==> src/rtl/wb_stage_reg_pkg.sv <==
// wb_stage_reg_pkg
//   Shared definitions for the writeback stage slice of the 64-bit core:
//   default bus / register-index widths (also used by the writeback mux and
//   the register file) and the names of the eight writeback source indices.
package wb_stage_reg_pkg;

    localparam int BUS_BITS_DEF = 64;
    localparam int RD_BITS_DEF  = 5;
    localparam int WB_SRC_NUM   = 8;

    // Index k here is both the one-hot bit position from the decoder and the
    // mux select value / candidate slot (slot 0 feeds mux in1).
    typedef enum logic [2:0] {
        WB_SRC_ALU   = 3'd0,
        WB_SRC_MEM   = 3'd1,
        WB_SRC_PC4   = 3'd2,
        WB_SRC_IMM   = 3'd3,
        WB_SRC_SHIFT = 3'd4,
        WB_SRC_MUL   = 3'd5,
        WB_SRC_SYS   = 3'd6,
        WB_SRC_SPARE = 3'd7
    } wb_src_e;

endpackage

==> src/rtl/wb_stage_reg_if.sv <==
// wb_stage_reg_if
//   Bundles the MEM->WB pipeline register's control, capture and output
//   signals.
//   master : MEM-stage side (drives stall/flush/in_*, observes out_*)
//   slave  : the pipeline register itself
interface wb_stage_reg_if #(
    parameter int BUS_BITS = 64,
    parameter int RD_BITS  = 5
);
    logic                  stall;
    logic                  flush;
    logic                  in_valid;
    logic                  in_reg_write;
    logic [RD_BITS-1:0]    in_rd;
    logic [7:0]            in_wb_onehot;
    logic [8*BUS_BITS-1:0] in_cand;

    logic [8*BUS_BITS-1:0] out_cand;
    logic [2:0]            out_sel;
    logic                  out_valid;
    logic [RD_BITS-1:0]    out_rd;
    logic                  out_reg_write;
    logic                  onehot_err;

    modport master (
        output stall, flush, in_valid, in_reg_write, in_rd, in_wb_onehot, in_cand,
        input  out_cand, out_sel, out_valid, out_rd, out_reg_write, onehot_err
    );

    modport slave (
        input  stall, flush, in_valid, in_reg_write, in_rd, in_wb_onehot, in_cand,
        output out_cand, out_sel, out_valid, out_rd, out_reg_write, onehot_err
    );

endinterface

==> src/rtl/wb_stage_reg_onehot8_encoder.sv <==
// onehot8_encoder
//   Combinational 8-bit one-hot to 3-bit index encoder.
//   onehot  : input field, bit k selects source k
//   idx     : encoded index; forced to 0 when the field is malformed
//   invalid : field has no bit set or more than one bit set
module onehot8_encoder (
    input  logic [7:0] onehot,
    output logic [2:0] idx,
    output logic       invalid
);

    logic [2:0] or_idx;

    // OR of the positions of all set bits; exact only for a true one-hot,
    // which is why it is masked by invalid below.
    always_comb begin
        or_idx = 3'd0;
        for (int k = 0; k < 8; k++) begin
            if (onehot[k]) begin
                or_idx = or_idx | 3'(k);
            end
        end
    end

    // x & (x-1) clears the lowest set bit: nonzero means two or more bits set.
    assign invalid = (onehot == 8'd0) || ((onehot & (onehot - 8'd1)) != 8'd0);
    assign idx     = invalid ? 3'd0 : or_idx;

endmodule

==> src/rtl/wb_stage_reg.sv <==
// wb_stage_reg
//   MEM/WB pipeline register feeding the 8-way writeback result mux.
//   Captures the eight candidate buses, destination index and write enable,
//   and encodes the decoder's one-hot source field into the mux select.
//   Edge priority: flush > stall > load. One cycle of latency, no
//   combinational path from any input to any output.
//   clk   : rising-edge clock
//   rst_n : asynchronous active-low reset
//   bus   : slave side of wb_stage_reg_if (stall/flush, in_*, out_*,
//           sticky onehot_err)
module wb_stage_reg
    import wb_stage_reg_pkg::*;
#(
    parameter int BUS_BITS    = BUS_BITS_DEF,
    parameter int RD_BITS     = RD_BITS_DEF,
    parameter int ZERO_REG    = 31,
    parameter bit ZERO_REG_EN = 1'b1
) (
    input  logic           clk,
    input  logic           rst_n,
    wb_stage_reg_if.slave  bus
);

    logic [8*BUS_BITS-1:0] cand_q;
    wb_src_e               sel_q;
    logic                  valid_q;
    logic [RD_BITS-1:0]    rd_q;
    logic                  reg_write_q;
    logic                  err_q;

    logic [2:0]            enc_idx;
    logic                  enc_invalid;
    logic                  zero_hit;

    onehot8_encoder u_enc (
        .onehot  (bus.in_wb_onehot),
        .idx     (enc_idx),
        .invalid (enc_invalid)
    );

    always_ff @(posedge clk or negedge rst_n) begin
        if (!rst_n) begin
            cand_q      <= '0;
            sel_q       <= WB_SRC_ALU;
            valid_q     <= 1'b0;
            rd_q        <= '0;
            reg_write_q <= 1'b0;
            err_q       <= 1'b0;
        end else if (bus.flush) begin
            // Bubble: candidates and rd are left as they were; only the
            // fields that make the entry live are cleared. The incoming
            // instruction is dropped, so its source field cannot flag an error.
            valid_q     <= 1'b0;
            reg_write_q <= 1'b0;
            sel_q       <= WB_SRC_ALU;
        end else if (!bus.stall) begin
            cand_q      <= bus.in_cand;
            sel_q       <= wb_src_e'(enc_idx);
            valid_q     <= bus.in_valid;
            rd_q        <= bus.in_rd;
            reg_write_q <= bus.in_reg_write & bus.in_valid;
            if (bus.in_valid && enc_invalid) begin
                err_q <= 1'b1;
            end
        end
    end

    // Writes to the hard-wired zero register are suppressed after the
    // register so out_reg_write depends on registered state only.
    assign zero_hit = ZERO_REG_EN && (rd_q == RD_BITS'(ZERO_REG));

    assign bus.out_cand      = cand_q;
    assign bus.out_sel       = sel_q;
    assign bus.out_valid     = valid_q;
    assign bus.out_rd        = rd_q;
    assign bus.out_reg_write = reg_write_q & valid_q & ~zero_hit;
    assign bus.onehot_err    = err_q;

endmodule

==> src/flat_wrapper.sv <==
// flat-port wrapper written by rule: the top's interface ports become plain ports
module wb_stage_reg_flat import wb_stage_reg_pkg::*;
#(
    parameter int BUS_BITS    = BUS_BITS_DEF,
    parameter int RD_BITS     = RD_BITS_DEF,
    parameter int ZERO_REG    = 31,
    parameter bit ZERO_REG_EN = 1'b1
)
  (clk, rst_n, bus_stall, bus_flush, bus_in_valid, bus_in_reg_write, bus_in_rd, bus_in_wb_onehot, bus_in_cand, bus_out_cand, bus_out_sel, bus_out_valid, bus_out_rd, bus_out_reg_write, bus_onehot_err);
  wb_stage_reg_if #(.BUS_BITS(BUS_BITS), .RD_BITS(RD_BITS)) bus_i ();
  input  logic clk;
  input  logic rst_n;
  input wire logic [$bits(bus_i.stall)-1:0] bus_stall;
  input wire logic [$bits(bus_i.flush)-1:0] bus_flush;
  input wire logic [$bits(bus_i.in_valid)-1:0] bus_in_valid;
  input wire logic [$bits(bus_i.in_reg_write)-1:0] bus_in_reg_write;
  input wire logic [$bits(bus_i.in_rd)-1:0] bus_in_rd;
  input wire logic [$bits(bus_i.in_wb_onehot)-1:0] bus_in_wb_onehot;
  input wire logic [$bits(bus_i.in_cand)-1:0] bus_in_cand;
  output wire logic [$bits(bus_i.out_cand)-1:0] bus_out_cand;
  output wire logic [$bits(bus_i.out_sel)-1:0] bus_out_sel;
  output wire logic [$bits(bus_i.out_valid)-1:0] bus_out_valid;
  output wire logic [$bits(bus_i.out_rd)-1:0] bus_out_rd;
  output wire logic [$bits(bus_i.out_reg_write)-1:0] bus_out_reg_write;
  output wire logic [$bits(bus_i.onehot_err)-1:0] bus_onehot_err;
  assign bus_i.stall = bus_stall;
  assign bus_i.flush = bus_flush;
  assign bus_i.in_valid = bus_in_valid;
  assign bus_i.in_reg_write = bus_in_reg_write;
  assign bus_i.in_rd = bus_in_rd;
  assign bus_i.in_wb_onehot = bus_in_wb_onehot;
  assign bus_i.in_cand = bus_in_cand;
  assign bus_out_cand = bus_i.out_cand;
  assign bus_out_sel = bus_i.out_sel;
  assign bus_out_valid = bus_i.out_valid;
  assign bus_out_rd = bus_i.out_rd;
  assign bus_out_reg_write = bus_i.out_reg_write;
  assign bus_onehot_err = bus_i.onehot_err;
  wb_stage_reg #(.BUS_BITS(BUS_BITS), .RD_BITS(RD_BITS), .ZERO_REG(ZERO_REG), .ZERO_REG_EN(ZERO_REG_EN)) u_core (.clk(clk), .rst_n(rst_n), .bus(bus_i));
endmodule
==> config.mk <==
export PLATFORM = sky130hd
export DESIGN_NAME = wb_stage_reg_flat
export DESIGN_NICKNAME = d
export VERILOG_FILES = /design/src/rtl/wb_stage_reg_pkg.sv /design/src/rtl/wb_stage_reg_if.sv /design/src/rtl/wb_stage_reg_onehot8_encoder.sv /design/src/rtl/wb_stage_reg.sv /design/src/flat_wrapper.sv
export SDC_FILE = /design/constraint.sdc
export NUM_CORES = 1
export LEC_CHECK = 0
export CORE_AREA = 2 2 416 418
export CTS_CLUSTER_SIZE = 8
export DETAILED_ROUTE_END_ITERATION = 8
export DIE_AREA = 0 0 418 420
export DONT_BUFFER_PORTS = 1
export PLACE_DENSITY = 0.32
export SETUP_SLACK_MARGIN = 0.4
export SLEW_MARGIN = 20
export SYNTH_ARGS = -nofsm -noshare
export SYNTH_HDL_FRONTEND = slang
export SYNTH_SLANG_ARGS = --single-unit
==> constraint.sdc <==
create_clock -name clk -period 1.8 [get_ports clk]
set_input_delay 0.54 -clock clk [delete_from_list [all_inputs] [get_ports clk]]
set_output_delay 0.54 -clock clk [all_outputs]
set_load 0.03 [all_outputs]
==> results.toml <==
[timing]
slew_violations = 0
fmax_mhz = 478
hold_viol = 523
hold_slack_ps = -408
worst_pin_slew_ps = 1440
setup_violations = 3
setup_slack_ps = -292
finalCritPeriodShare = 1.16
rsz0062_at_grt = "true"
fin_crit_ps = 2090
fin_skew_ps = 0
relSlewSlack = 0.0382
setup_tns_ps = -513

[clock_tree]
cts_buffer_depth = 3
path_clk_slew_ps = 60
cts_inserted_buffers = 78
h-tree-depth = 3
clk_latency_ps = 660
clock-sinks = 523
cts_root_buffer = "clkbuf_16"
ctsHoldBuffers = 522
cts_tree = "done"

[setup_path]
worst_ep_arrival_time_ps = 1550
worstPathRequired_ps = 1260
startpoint_type = "flip-flop"
critPathMaxFanout = 2
reg2reg_slack_ps = 510
cp-end-kind = "primary output"
critPathKind = "reg2out"

[final_layout]
multi_input_area_mm2 = 0.00625
design_area_mm2 = 0.0309
fin_cells = 3980
regArea_mm2 = 0.0137
drive_gt1_frac = 0.683
num-fill-cells = 18300
area_growth_pct = 58.5
fin_util = 0.181
nNetsFinal = 2254

[placed_design]
port_buffers = 0
place_congestion = 0.830
place_hpwl_um = 59900
placedInstanceArea_mm2 = 0.0228
dp_slack_ps = -126
place_inst = 3351

[pwr]
p_comb_frac = 0.096
vdd_drop_max_v = 0.000510
power_mw = 36.6
p_sw_mw = 11.9
p_clk_frac = 0.379
total_leakage_power_nw = 11.4
swShare = 0.326
power.share.sequential = 0.525
pwr_density_cell_mw_per_mm2 = 1180
intPower_mw = 24.7

[route]
wl_um = 79200
num_vias = 12400
routed_via_density = 3.12
drc = 0
drt-initial-drc-count = 415
ant_nets = 0
wl_per_cell_um = 19.9
dr.pass1.iters = 4

[global_routing]
grt_overflow = 0
grt_max_degree = 524
grt_antenna_before_repair = 24
grt.total_usage = 0.0856
grt_pass1_wl_um = 108000
grt_pass1_vias = 14000

[synthesis]
ys.warnings.count = 0
syn_nets = 1658
synth-seq-cells = 523
seq_area_frac_synth = 0.670
syn_area_mm2 = 0.0195
ys_types = 22
syn_inst = 1127
syn_area_per_cell_um2 = 17.3

[die]
io_pins = 1054
rows = 152
chipWidth_um = 418
fp.dieH_um = 420
dieArea_mm2 = 0.176
initial_core_util = 0.114
fp.coreArea_mm2 = 0.171

[status]
violations = "hold timing, setup timing"
outcome = "finished with violations"

[hold_path]
hp-class = "in2async"

[flow_run]
maxCapViolCount = 0
==> power groups by stage <==
stage | sequential (mW) | clock (mW) | combinational (mW)
5_1_grt | 19.4 | 15.0 | 3.77
2_1_floorplan | 18.0 | 0 | 2.04
6_report | 19.2 | 13.9 | 3.51
4_1_cts | 19.3 | 14.5 | 3.52
3_5_place_dp | 19.0 | 0 | 2.46
3_3_place_gp | 19.1 | 0 | 2.36
==> sequential cells by signal (all words and copies together) (netlist names) <==
name and flops:
u_core.bus.onehot_err 1, u_core.bus.out_cand 512, u_core.bus.out_sel 3, u_core.reg_write_q 1
u_core.bus.out_rd 5, u_core.bus.out_valid 1
==> final timing paths <==
kind	startpoint	endpoint	cells past startpoint
min reg2reg	u_core.bus.out_cand[32]	u_core.bus.out_cand[32]	1
min	rst_n	u_core.bus.out_cand[249]	0
min in group clk	bus_stall	u_core.bus.out_valid	3
max in group asynchronous	rst_n	u_core.bus.out_cand[32]	0
max	u_core.bus.out_rd[0]	bus_out_reg_write	2
max reg2reg	u_core.reg_write_q	u_core.reg_write_q	3
==> critical path, cell delays in order, from the launching register on <==
cell and delay [ps]:
dfrtp_2 430, and3_4 170, a31oi_4 300
==> cell usage in the layout (no fill, tap or decap), types with 2 or more instances in the layout <==
cell,instances
dfrtp_1,2
nand2_1,3
mux2_4,43
dlygate4sd3_1,522
a32o_1,3
nor2b_1,2
diode_2,4
o21ai_0,3
clkbuf_1,6
dfrtp_2,519
buf_4,22
dfrtp_4,2
nor2_1,4
nor2_4,2
clkbuf_16,82
a211oi_1,2
mux2_2,474
buf_6,6
buf_12,22
clkinv_2,2
inv_6,2
clkbuf_8,5
==> cells by family after synthesis <==
| logic type | after synthesis | synth area share |
|---|---|---|
| AND/OR/NAND/NOR | 16 | 0.00481 |
| XOR/XNOR | 1 | 0.000449 |
| flip-flops | 523 | 0.670 |
| multiplexers | 517 | 0.298 |
| buffers and inverters | 57 | 0.0209 |
| AO/OA/AOI/OAI | 13 | 0.00519 |
==> cell type report <==
type | instances | share of cell area
Clock buffer | 93 | 0.0693
Timing Repair Buffer | 573 | 0.191
Tap cell | 2233 | 0.0903
Sequential cell | 523 | 0.444
Multi-Input combinational cell | 547 | 0.202
Clock inverter | 7 | 0.00263
Antenna cell | 4 | 0.000324
==> metal layers <==
| layer | up-vias | wire, um | global-route usage | part of all wire |
|---|---|---|---|---|
| li1 | 5193 | - | - | - |
| met1 | 6494 | 28800 | 0.0924 | 0.36 |
| met2 | 559 | 41600 | 0.151 | 0.53 |
| met3 | 164 | 6260 | 0.0332 | 0.079 |
| met4 | 0 | 2490 | 0.0307 | 0.031 |
| met5 | - | 0 | 0 | 0 |
==> Yosys cell counts <==
library cell,count,area share
o21ai_0,3,0.00077
nor2_1,5,0.00096
nor2_2,1,0.00032
nand3b_1,1,0.00038
a22oi_1,1,0.00038
dfrtp_1,523,0.67
a32o_1,3,0.0015
nand2_1,3,0.00058
a21oi_1,1,0.00026
o2bb2ai_2,1,0.00077
buf_2,8,0.0021
or4_2,1,0.00045
a211oi_1,2,0.00077
or4b_1,1,0.00051
buf_4,49,0.019
xor2_1,1,0.00045
o21bai_1,1,0.00038
nor4_2,1,0.00064
mux2_2,517,0.30
nor2b_1,2,0.00064
and3_1,1,0.00032
a31oi_1,1,0.00032
==> what timing repair did <==
item / in CTS / in global routing
hold endpoints to repair: 1043 / 523
endpoints found under the setup margin: 523 / 523
gates cloned: 0 / 0
resized for setup: 524 / 4
pin swaps: 0 / 1
setup buffers: 1 / 2
(Power assumes the default switching activity.)
